## config.mk

```make
export PLATFORM = sky130hd
export DESIGN_NAME = pxs_vga_timing_ctrl
export DESIGN_NICKNAME = d
export VERILOG_FILES = /design/src/rtl/pxs_vga_timing_ctrl.sv
export SDC_FILE = /design/constraint.sdc
export NUM_CORES = 1
export LEC_CHECK = 0
export CORE_MARGIN = 4
export CORE_UTILIZATION = 59
export DETAILED_ROUTE_END_ITERATION = 8
export HOLD_SLACK_MARGIN = 0.03
export PLACE_DENSITY = 0.91
export SETUP_SLACK_MARGIN = 0.3
export SLEW_MARGIN = 25
export SYNTH_ARGS = -nofsm -noshare
export SYNTH_HDL_FRONTEND = slang
export SYNTH_SLANG_ARGS = --single-unit
```

## constraint.sdc

```tcl
create_clock -name Clk -period 3.19 [get_ports Clk]
set_input_delay 0.4785 -clock Clk [delete_from_list [all_inputs] [get_ports Clk]]
set_output_delay 0.4785 -clock Clk [all_outputs]
set_load 0.005 [all_outputs]
```

## src/rtl/pxs_vga_timing_ctrl.sv

```systemverilog
// ---------------------------------------------------------------------------
// pxs_vga_timing_ctrl
//
// Purpose:
//   Generates a progressive VGA raster (640x480 at defaults) from one system
//   clock. A programmable divider sets the pixel rate. Frames start and stop
//   only on frame boundaries. The outputs feed the stream join stage.
//
// Ports:
//   Clk          in   system clock
//   Rst_n        in   asynchronous active-low reset
//   Run          in   level: high = generate frames, low = stop at frame end
//   HSync        out  horizontal sync (asserted level = SYNC_POL)
//   VSync        out  vertical sync   (asserted level = SYNC_POL)
//   XCoord       out  horizontal count 0..H_total-1
//   YCoord       out  vertical count   0..V_total-1
//   ActiveVideo  out  high while XCoord < H_ACT and YCoord < V_ACT
//   PixEn        out  one-clock pulse on the first clock of each pixel
//   FrameStart   out  PixEn qualified with pixel (0,0)
//   Running      out  high while frames are being generated
// ---------------------------------------------------------------------------
module pxs_vga_timing_ctrl #(
   parameter int unsigned CLK_DIV  = 2,
   parameter int unsigned H_ACT    = 640,
   parameter int unsigned H_FP     = 16,
   parameter int unsigned H_SYNC   = 96,
   parameter int unsigned H_BP     = 48,
   parameter int unsigned V_ACT    = 480,
   parameter int unsigned V_FP     = 10,
   parameter int unsigned V_SYNC   = 2,
   parameter int unsigned V_BP     = 33,
   parameter bit          SYNC_POL = 1'b0
) (
   input  logic       Clk,
   input  logic       Rst_n,
   input  logic       Run,
   output logic       HSync,
   output logic       VSync,
   output logic [9:0] XCoord,
   output logic [9:0] YCoord,
   output logic       ActiveVideo,
   output logic       PixEn,
   output logic       FrameStart,
   output logic       Running
);

   localparam int unsigned H_TOTAL = H_ACT + H_FP + H_SYNC + H_BP;
   localparam int unsigned V_TOTAL = V_ACT + V_FP + V_SYNC + V_BP;
   localparam int unsigned DIV_W   = (CLK_DIV > 1) ? $clog2(CLK_DIV) : 1;

   localparam logic [DIV_W-1:0] DIV_LAST = DIV_W'(CLK_DIV - 1);
   localparam logic [9:0] X_LAST   = 10'(H_TOTAL - 1);
   localparam logic [9:0] Y_LAST   = 10'(V_TOTAL - 1);
   localparam logic [9:0] X_ACT    = 10'(H_ACT);
   localparam logic [9:0] Y_ACT    = 10'(V_ACT);
   localparam logic [9:0] HS_FIRST = 10'(H_ACT + H_FP);
   localparam logic [9:0] HS_LAST  = 10'(H_ACT + H_FP + H_SYNC - 1);
   localparam logic [9:0] VS_FIRST = 10'(V_ACT + V_FP);
   localparam logic [9:0] VS_LAST  = 10'(V_ACT + V_FP + V_SYNC - 1);

   typedef enum logic [1:0] {
      ST_IDLE  = 2'd0,
      ST_RUN   = 2'd1,
      ST_DRAIN = 2'd2
   } state_t;

   state_t           state, state_nxt;
   logic [DIV_W-1:0] div, div_nxt;
   logic [9:0]       x, x_nxt;
   logic [9:0]       y, y_nxt;
   logic             tick;
   logic             last_pix;
   logic             gen;

   assign tick     = (div == DIV_LAST);
   assign last_pix = (x == X_LAST) && (y == Y_LAST);
   assign gen      = (state != ST_IDLE);

   // ------------------------------------------------------------------------
   // State and raster counters
   // ------------------------------------------------------------------------
   always_ff @(posedge Clk or negedge Rst_n) begin
      if (!Rst_n) begin
         state <= ST_IDLE;
         div   <= '0;
         x     <= '0;
         y     <= '0;
      end else begin
         state <= state_nxt;
         div   <= div_nxt;
         x     <= x_nxt;
         y     <= y_nxt;
      end
   end

   always_comb begin
      state_nxt = state;
      div_nxt   = div;
      x_nxt     = x;
      y_nxt     = y;

      case (state)
         ST_IDLE: begin
            div_nxt = '0;
            x_nxt   = '0;
            y_nxt   = '0;
            if (Run) begin
               state_nxt = ST_RUN;
            end
         end

         ST_RUN, ST_DRAIN: begin
            // RUN and DRAIN differ only in name until the last tick of the
            // frame; there, Run alone decides whether another frame follows.
            if (state == ST_RUN && !Run) begin
               state_nxt = ST_DRAIN;
            end else if (state == ST_DRAIN && Run) begin
               state_nxt = ST_RUN;
            end

            div_nxt = tick ? '0 : div + 1'b1;

            if (tick) begin
               if (last_pix) begin
                  x_nxt     = '0;
                  y_nxt     = '0;
                  state_nxt = Run ? ST_RUN : ST_IDLE;
               end else if (x == X_LAST) begin
                  x_nxt = '0;
                  y_nxt = y + 10'd1;
               end else begin
                  x_nxt = x + 10'd1;
               end
            end
         end

         default: begin
            state_nxt = ST_IDLE;
            div_nxt   = '0;
            x_nxt     = '0;
            y_nxt     = '0;
         end
      endcase
   end

   // ------------------------------------------------------------------------
   // Output registers: every field comes from the same state/counter
   // snapshot, so all outputs change together one clock after the counters.
   // ------------------------------------------------------------------------
   always_ff @(posedge Clk or negedge Rst_n) begin
      if (!Rst_n) begin
         HSync       <= ~SYNC_POL;
         VSync       <= ~SYNC_POL;
         XCoord      <= '0;
         YCoord      <= '0;
         ActiveVideo <= 1'b0;
         PixEn       <= 1'b0;
         FrameStart  <= 1'b0;
         Running     <= 1'b0;
      end else begin
         HSync       <= (gen && x >= HS_FIRST && x <= HS_LAST) ? SYNC_POL : ~SYNC_POL;
         VSync       <= (gen && y >= VS_FIRST && y <= VS_LAST) ? SYNC_POL : ~SYNC_POL;
         XCoord      <= gen ? x : '0;
         YCoord      <= gen ? y : '0;
         ActiveVideo <= gen && (x < X_ACT) && (y < Y_ACT);
         PixEn       <= gen && (div == '0);
         FrameStart  <= gen && (div == '0) && (x == '0) && (y == '0);
         Running     <= gen;
      end
   end

endmodule

```

==> results of run 1 <==
-- flip-flops by register name, indices dropped and copies added, names as in the netlist, 2 cells and up --
register	cells
XCoord	10
YCoord	10
state	2
x	10
y	10
-- final timing paths --
kind | slack [ns] | depth (start not counted) | to
setup / recovery | 1.10 | 6 | state[0]
hold / removal | 0.17 | 1 | x[7]
setup reg to reg | 1.10 | 6 | state[0]
hold reg to reg | 0.57 | 2 | XCoord[1]
max in group asynchronous | 2.63 | 1 | y[8]
min in group Clk | 0.57 | 2 | XCoord[1]
-- critical path, cell delays in order (launching register included) --
cell and delay (ns):
dfrtp_1 0.41, inv_1 0.10, ha_1 0.52, or3b_2 0.61, nor3_1 0.18, o21ai_1 0.11
o211ai_2 0.08
-- power groups by stage --
stage	clock network [mW]	registers, mW	logic, mW
after floorplan	0	0.717	0.396
after global placement	0	0.727	0.543
after detailed placement	0	0.733	0.567
after CTS	0.376	0.721	0.576
after global routing	0.404	0.731	0.641
final	0.371	0.722	0.580
-- through the flow --
stage / total power [mW] / area, um^2 / hold WS, ns / std cells / utilization
finish: 1.67 / 2790 / 0.170 / 309 / 0.698
global route: 1.78 / 2790 / 0.214 / 309 / 0.698
floorplan: 1.11 / 2430 / 0.183 / 236 / -
CTS: 1.67 / 2790 / 0.384 / 309 / 0.698
detailed placement: 1.30 / 2700 / 0.559 / 301 / 0.675
global placement: 1.27 / 2700 / 0.549 / 301 / 0.675
-- routing by layer --
layer,vias to the layer above,share of wire,wire (um),global-route usage
li1,871,-,-,-
met1,921,0.41,2080,0.298
met2,82,0.48,2430,0.338
met3,18,0.077,390,0.0512
met4,0,0.030,151,0.0960
met5,-,0,0,0
-- cells by family (layout without fill, tap and decap cells) --
logic type | Yosys count | in the layout | synth area share
DFF | 49 | 49 | 0.505
xor gates and xnor gates | 7 | 7 | 0.0252
buffers and inverters | 26 | 49 | 0.0499
AOI/OAI and AO/OA | 34 | 34 | 0.102
and+or+nand+nor | 111 | 111 | 0.271
adders and majority gates | 9 | 9 | 0.0463
-- area by class of cell --
type,count,area share
Tap cell,50,0.0224
Inverter,12,0.0161
Clock buffer,5,0.0246
Sequential cell,49,0.440
Multi-Input combinational cell,161,0.387
Timing Repair Buffer,29,0.102
Clock inverter,3,0.00762
-- placed cells by master, fill, tap and decap left out, types with 5 or more instances in the layout --
master           instances
clkbuf_8                 5
clkdlybuf4s50_1         27
dfrtp_1                 47
ha_1                     9
inv_1                   12
nand2_1                 16
nand3_1                 16
nand4_1                  7
nor2_1                  21
nor2b_1                 18
nor3_1                   6
o21ai_1                  5
xor2_1                   7
==> flow_metrics.tcl, run 1 <==
set metrics [dict create \
    tns_ns 0 \
    clk_pin_slew_worst_paths_ns 0.10 \
    cts_resized 0 \
    path_class "register to register" \
    netSwitchingPower_mw 0.640 \
    synth.area.top_cells "dfrtp_1 48%, ha_1 4.6%, nor2b_1 4.6%" \
    synthArstFlopShare 1.00 \
    cts_tree "yes" \
    cts_made_buffers 5 \
    p_int_mw 1.03 \
    initial_core_util 0.608 \
    htreeDepth 2 \
    maxCapViolCount 0 \
    grt_pass1_vias 1842 \
    clockBufferDepth 2 \
    ys_seq_area_frac 0.505 \
    avgSynthCellArea_um2 10.3 \
    clockPowerShare 0.222 \
    clkLatencyLatePin_ns 0.31 \
    synth_edf_count 0 \
    finalWirelength_um 5050 \
    die-area_um2 5210 \
    grtUsageTotal 0.220 \
    swShare 0.383 \
    dpl.hpwl_um 3480 \
    period_needed_ns 2.09 \
    area_growth_pct 14.9 \
    layout_setup_ws_ns 1.10 \
    antenna_cells 0 \
    start_kind "register" \
    nets 270 \
    multi_input_area_um2 1080 \
    fmax_ghz 0.479 \
    required_ns 3.42 \
    drt-initial-drc-count 249 \
    arrival_ns 2.32 \
    p_leak_nw 1.19 \
    firstDrtPassIters 4 \
    holdBufCountCts 0 \
    ys_ff_latch 49 \
    ioPinCount 29 \
    worstSetupStartpoint "state[0]" \
    skew_ns 0.00864 \
    num_vias 1892 \
    outcome "finished, final reports clean" \
    netlist.area_leader.share 0.484 \
    cts.sinks 49 \
    grt_max_degree 50 \
    yosysWarnings 0 \
    p_comb_frac 0.347 \
    finalHoldViolations 0 \
    seq_area_um2 1230 \
    io_buffers 28 \
    cts_root_buffer "clkbuf_8" \
    fp-row-count 23 \
    n_fill_cell 299 \
    grt-ovfl-total 0 \
    postCtsSetupBuffers 0 \
    synth_fp_nets 248 \
    grt_pass1_wl_um 8830 \
    ant_nets 0 \
    hold_class "input port to asynchronous set/reset pin" \
    drcViolationCount 0 \
    synth_commonest_cells "47 x dfrtp_1, 21 x nor2_1, 18 x nor2b_1, 16 x nand2_1, 16 x nand3_1" \
    synth_area_um2 2430 \
    drv_slew 0 \
    worstMarginPinSlew_ns 0.916 \
    antenna_found_initial 0 \
    pre_cts_ws_ns 1.15 \
    power_density_nw_per_um2 599 \
    yosysTopAreaCell "dfrtp_1" \
    vdd_ir_drop_max_mv 0.584 \
    rsz0062_at_grt "false" \
    drive_gt1_frac 0.0888 \
    synth_most_common_cell "dfrtp_1" \
    setup_viol_count_final 0 \
    relSlewSlack 0.389 \
    synth.distinct_cells 48 \
    pwr-share-seq 0.432 \
    die_h_um 72.2 \
    worstSetupEndpointType "register" \
    avgRoutedWirePerCell_um 16.4 \
    r2r-start "state[0]" \
    syn_inst 236 \
    coreArea_um2 4000 \
    synthFlopType "dfrtp_1" \
    gp_congestion 0.856 \
    via_per_inst 6.12 \
    worstPathMaxFanout 27 \
    fp.dieW_um 72.2 \
    fin_crit_sh 0.655 \
]
Note: power is estimated with default switching activity, not from simulation.
==> run 2, diff against run 1 <==
--- a/config.mk
+++ b/config.mk
@@ -6,10 +6,10 @@
 export NUM_CORES = 1
 export LEC_CHECK = 0
 export CORE_MARGIN = 4
-export CORE_UTILIZATION = 59
+export CORE_UTILIZATION = 55
 export DETAILED_ROUTE_END_ITERATION = 8
 export HOLD_SLACK_MARGIN = 0.03
-export PLACE_DENSITY = 0.91
+export PLACE_DENSITY = 0.86
 export SETUP_SLACK_MARGIN = 0.3
 export SLEW_MARGIN = 25
 export SYNTH_ARGS = -nofsm -noshare
==> constraint.sdc (replaced) <==
create_clock -name Clk -period 2.2 [get_ports Clk]
set_input_delay 0.33 -clock Clk [delete_from_list [all_inputs] [get_ports Clk]]
set_output_delay 0.33 -clock Clk [all_outputs]
set_load 0.005 [all_outputs]
==> run 2 against run 1 <==
Against the previous run: maximum frequency increased by 19%; critical path depth grew 1; combinational power grew 59%; final cell count up 2.9%; count of clock-buffer cells in the layout rose by 1; global-route usage is 1.6 points lower; wire length fell by 0.51%; first-iteration DRC count down 35%; sequential cell count unchanged; power rose by 48%; sequential share of layout area decreased by 1.6 points; non-clock buffer count increased by 9.
==> flow_metrics.tcl, run 2 (synthesis results as in run 1) <==
set metrics [dict create \
    area_growth_pct 19.1 \
    outcome "finished, final reports clean" \
    required_ns 2.42 \
    grt_pass1_vias 1847 \
    p_leak_nw 1.23 \
    grt_pass1_wl_um 8670 \
    r2r_setup_slack_ns 0.44 \
    fp-row-count 23 \
    drt-met1-wl_um 2260 \
    drive_gt1_frac 0.123 \
    fp.dieW_um 74.5 \
    cp_slowest_cell "dfrtp_1" \
    pre_cts_ws_ns 0.274 \
    htreeDepth 2 \
    tns_ns 0 \
    place_area_um2 2750 \
    clockBufferDepth 2 \
    cp_cell_sequence "inv_1 > ha_4 > nand2_1 > nor4_4 > buf_4 > nand3_2 > o31ai_2" \
    dpl.hpwl_um 3590 \
    rsz0062_at_grt "false" \
    arrival_ns 1.97 \
    n_fill_cell 323 \
    num_vias 1873 \
    grtUsageTotal 0.204 \
    die_h_um 74.5 \
    worstSetupEndpointType "register" \
    path_class "register to register" \
    skew_ns 0.00679 \
    setup_viol_count_final 0 \
    drcViolationCount 0 \
    top_layer "met4" \
    grt-ovfl-total 0 \
    io_buffers 28 \
    met2_length_um 2370 \
    ioPinCount 29 \
    path_buf_inv 2 \
    crit_path_max_incr_delay_ns 0.41 \
    finalHoldViolations 0 \
    coreArea_um2 4140 \
    start_kind "register" \
    hold_ws_ns 0.434 \
    finalWirelength_um 5030 \
    antenna_cells 0 \
    cts.sinks 49 \
    layout_setup_ws_ns 0.443 \
    fmax_ghz 0.569 \
    period_needed_ns 1.76 \
    gp_congestion 0.889 \
    met3_length_um 309 \
    ant_nets 0 \
    nets 279 \
    vdd_ir_drop_max_mv 0.726 \
    hold_class "input port to asynchronous set/reset pin" \
    clk_pin_slew_worst_paths_ns 0.09 \
    clkLatencyLatePin_ns 0.30 \
    cp_top_family "simple AND/OR/NAND/NOR gates" \
    relSlewSlack 0.760 \
    worstPathMaxFanout 9 \
    final_cell_area_um2 2900 \
    cts_tree "yes" \
    final_cell_mix "47 x dfrtp_1, 27 x clkdlybuf4s50_1, 21 x nor2_1" \
    drt-initial-drc-count 161 \
    drv_slew 0 \
    final_common_cell "dfrtp_1" \
    initial_core_util 0.587 \
    cts_made_buffers 5 \
    firstDrtPassIters 4 \
    worstMarginPinSlew_ns 0.357 \
    maxCapViolCount 0 \
    via_per_inst 5.89 \
    die-area_um2 5550 \
    cts_root_buffer "clkbuf_8" \
    grt_max_degree 27 \
    antenna_found_initial 0 \
    fin_crit_sh 0.798 \
    avgRoutedWirePerCell_um 15.8 \
    power_density_nw_per_um2 857 \
]
==> run 2: metal layers <==
| layer | track usage | up-vias |
|---|---|---|
| li1 | - | 891 |
| met2 | 0.328 | 69 |
| met5 | 0 | - |
| met1 | 0.277 | 902 |
| met4 | 0.0692 | 0 |
| met3 | 0.0405 | 11 |
==> run 2: worst paths after layout <==
check                      startpoint  cells past startpoint   endpoint
setup reg to reg             state[0]                      7       y[7]
hold reg to reg                  x[1]                      2       x[1]
min in group Clk                 x[1]                      2       x[1]
setup / recovery             state[0]                      7       y[7]
hold / removal                  Rst_n                      2  YCoord[8]
max in group asynchronous       Rst_n                      3      VSync
==> run 2: cell type report <==
| type | instances | area [um^2] | area share |
|---|---|---|---|
| clock buffer | 6 | 72.6 | 0.0251 |
| clock inverter | 2 | 15.0 | 0.00518 |
| inverter | 12 | 45.0 | 0.0156 |
| multi-input combinational | 161 | 1120 | 0.387 |
| sequential | 49 | 1230 | 0.424 |
| tap | 50 | 62.6 | 0.0216 |
| timing repair buffer | 38 | 353 | 0.122 |
==> run 2: what timing repair did <==
action,CTS,global route
setup endpoints to repair,3,11
hold endpoints to repair,12,0
pin swaps,1,0
buffers inserted,2,0
hold buffers,1,0
resized for setup,1,5
==> run 2: power breakdown <==
part	switching [mW]	internal (mW)
Sequential	0.0632	0.981
Combinational	0.561	0.361
Clock	0.292	0.224
Total	0.917	1.57
==> run 2: through the flow <==
step | cells | power (mW) | util
3_3_place_gp | 307 | 1.88 | 0.662
6_report | 318 | 2.48 | 0.699
5_1_grt | 318 | 2.65 | 0.699
3_5_place_dp | 307 | 1.92 | 0.662
2_1_floorplan | 236 | 1.61 | -
4_1_cts | 318 | 2.44 | 0.690
==> run 3, diff against run 2 <==
--- a/config.mk
+++ b/config.mk
@@ -6,10 +6,10 @@
 export NUM_CORES = 1
 export LEC_CHECK = 0
 export CORE_MARGIN = 4
-export CORE_UTILIZATION = 55
+export CORE_UTILIZATION = 50
 export DETAILED_ROUTE_END_ITERATION = 8
 export HOLD_SLACK_MARGIN = 0.03
-export PLACE_DENSITY = 0.86
+export PLACE_DENSITY = 0.83
 export SETUP_SLACK_MARGIN = 0.3
 export SLEW_MARGIN = 25
 export SYNTH_ARGS = -nofsm -noshare
==> constraint.sdc (replaced) <==
create_clock -name Clk -period 1.5 [get_ports Clk]
set_input_delay 0.225 -clock Clk [delete_from_list [all_inputs] [get_ports Clk]]
set_output_delay 0.225 -clock Clk [all_outputs]
set_load 0.005 [all_outputs]
==> run 3 against run 2 <==
Against the previous run: the run now ends with setup timing left; worst setup slack worse by 0.54 ns; register-to-register slack worse by 0.54 ns; die area up 8.9%; sequential cell count unchanged; sequential power up 45%; cell area up 15%; power up 68%; global-route usage up 0.56 points; critical path type unchanged; highest routed layer unchanged.
==> flow_metrics.tcl, run 3 (synthesis results as in run 1) <==
set metrics [dict create \
    outcome "finished, violations left" \
    path_class "register to register" \
    grt-ovfl-total 0 \
    vdd_ir_drop_max_mv 0.762 \
    skew_ns 0.00741 \
    violations "setup timing" \
    grt_pass1_wl_um 9960 \
    power_density_nw_per_um2 1250 \
    worstMarginPinSlew_ns 0.311 \
    start_kind "register" \
    dp.cells 359 \
    cts_root_buffer "clkbuf_8" \
    avgRoutedWirePerCell_um 15.6 \
    die_h_um 77.7 \
    grt_pass1_vias 2064 \
    clkLatencyLatePin_ns 0.31 \
    cp_cell_sequence "nor4_4 > nand4_2 > buf_6 > o211ai_1 > a31oi_1" \
    ioPinCount 29 \
    grt_max_degree 50 \
    die-area_um2 6040 \
    finalHoldViolations 0 \
    area_growth_pct 37.4 \
    initial_core_util 0.515 \
    coreArea_um2 4720 \
    drive_gt1_frac 0.313 \
    fp-row-count 25 \
    n_fill_cell 327 \
    finalWirelength_um 5790 \
    ant_nets 0 \
    antenna_cells 0 \
    relSlewSlack 0.791 \
    clk_pin_slew_worst_paths_ns 0.09 \
    gp_congestion 0.897 \
    drcViolationCount 0 \
    num_vias 2087 \
    io_buffers 28 \
    setup_viol_count_final 10 \
    hold_ws_ns 0.436 \
    p_leak_nw 1.54 \
    maxCapViolCount 0 \
    required_ns 1.67 \
    worstPathMaxFanout 7 \
    rsz0062_at_grt "true" \
    cts_tree "yes" \
    antenna_found_initial 0 \
    total_power_mw 4.17 \
    fmax_ghz 0.625 \
    final_cells 371 \
    final_cell_mix "46 x dfrtp_1, 37 x buf_4, 21 x nor2_1" \
    cp_slowest_cell "dfrtp_1" \
    htreeDepth 2 \
    fp.dieW_um 77.7 \
    final_common_cell "dfrtp_1" \
    firstDrtPassIters 4 \
    cts_made_buffers 5 \
    drv_slew 0 \
    drt-initial-drc-count 183 \
    clockBufferDepth 2 \
    period_needed_ns 1.60 \
    grtUsageTotal 0.210 \
    fin_crit_sh 1.07 \
    layout_setup_ws_ns -0.0992 \
    nets 315 \
    crit_path_max_incr_delay_ns 0.42 \
    via_per_inst 5.63 \
    hold_class "input port to asynchronous set/reset pin" \
    cts.sinks 49 \
    dpl.hpwl_um 3910 \
    worstSetupEndpointType "register" \
    arrival_ns 1.77 \
]
[run 3: changes by cell type in the layout (fill, tap and decap cells not counted), moves of 3 or more]
cell,previous run,this run
buf_4,9,37
clkdlybuf4s50_1,27,1
clkdlybuf4s15_1,0,13
dlygate4sd2_1,0,11
buf_6,0,7
nand3_1,16,12
and4_1,4,1
nand2_1,16,13
nand3_2,1,4
[run 3: path summary, 6_finish.rpt]
path	start	end	slack, ns	cells after the start
worst max-delay path	y[8]	y[5]	-0.1	5
worst min-delay path	Rst_n	XCoord[5]	0.44	3
worst max register to register	y[8]	y[5]	-0.1	5
worst min register to register	div	PixEn	0.54	1
max in group asynchronous	Rst_n	HSync	0.80	3
min in group Clk	div	PixEn	0.54	1
[run 3: critical path, delay by kind of cell (launching register included)]
family          cells  cell delay (ns)
simple gates        2             0.50
flops               1             0.42
compound gates      2             0.34
buf+inv             1             0.19
[run 3: power by group]
part | switching (mW) | internal, mW | leakage, nW | total [mW]
logic | 1.02 | 0.828 | 0.834 | 1.85
clock network | 0.474 | 0.332 | 0.0445 | 0.806
registers | 0.0720 | 1.44 | 0.665 | 1.51
total | 1.57 | 2.60 | 1.54 | 4.17
[run 3: timing repair]
item,4_1_cts,5_1_grt
setup endpoints to repair,69,57
cloned,1,0
hold buffers,1,0
gates resized for setup,42,34
hold endpoints to repair,47,0
pin swaps,7,13
buffers inserted,1,1
[run 3: cell type report]
class | count | area, um^2 | share of cell area
clock inverter | 3 | 21.3 | 0.00637
timing repair buffer | 74 | 648 | 0.194
tap | 67 | 83.8 | 0.0251
inverter | 12 | 45.0 | 0.0135
clock buffer | 5 | 68.8 | 0.0206
sequential | 49 | 1230 | 0.368
multi-input combinational | 161 | 1240 | 0.372
[run 3: per-layer routing]
layer / vias up / track usage / wire length (um)
met4: 0 / 0.0819 / 140
met5: - / 0 / 0
met3: 13 / 0.0441 / 278
met1: 1045 / 0.278 / 2580
met2: 66 / 0.336 / 2790
li1: 963 / - / -
[run 3: stage by stage]
stage | utilization | setup WS (ns) | area [um^2] | setup TNS [ns]
2_1_floorplan | - | -0.0563 | 2540 | -0.186
3_3_place_gp | 0.660 | -0.0352 | 3120 | -0.0412
3_5_place_dp | 0.660 | -0.0496 | 3120 | -0.214
4_1_cts | 0.686 | -0.0373 | 3240 | -0.159
5_1_grt | 0.707 | -0.133 | 3340 | -1.07
6_report | 0.707 | -0.0992 | 3340 | -0.599
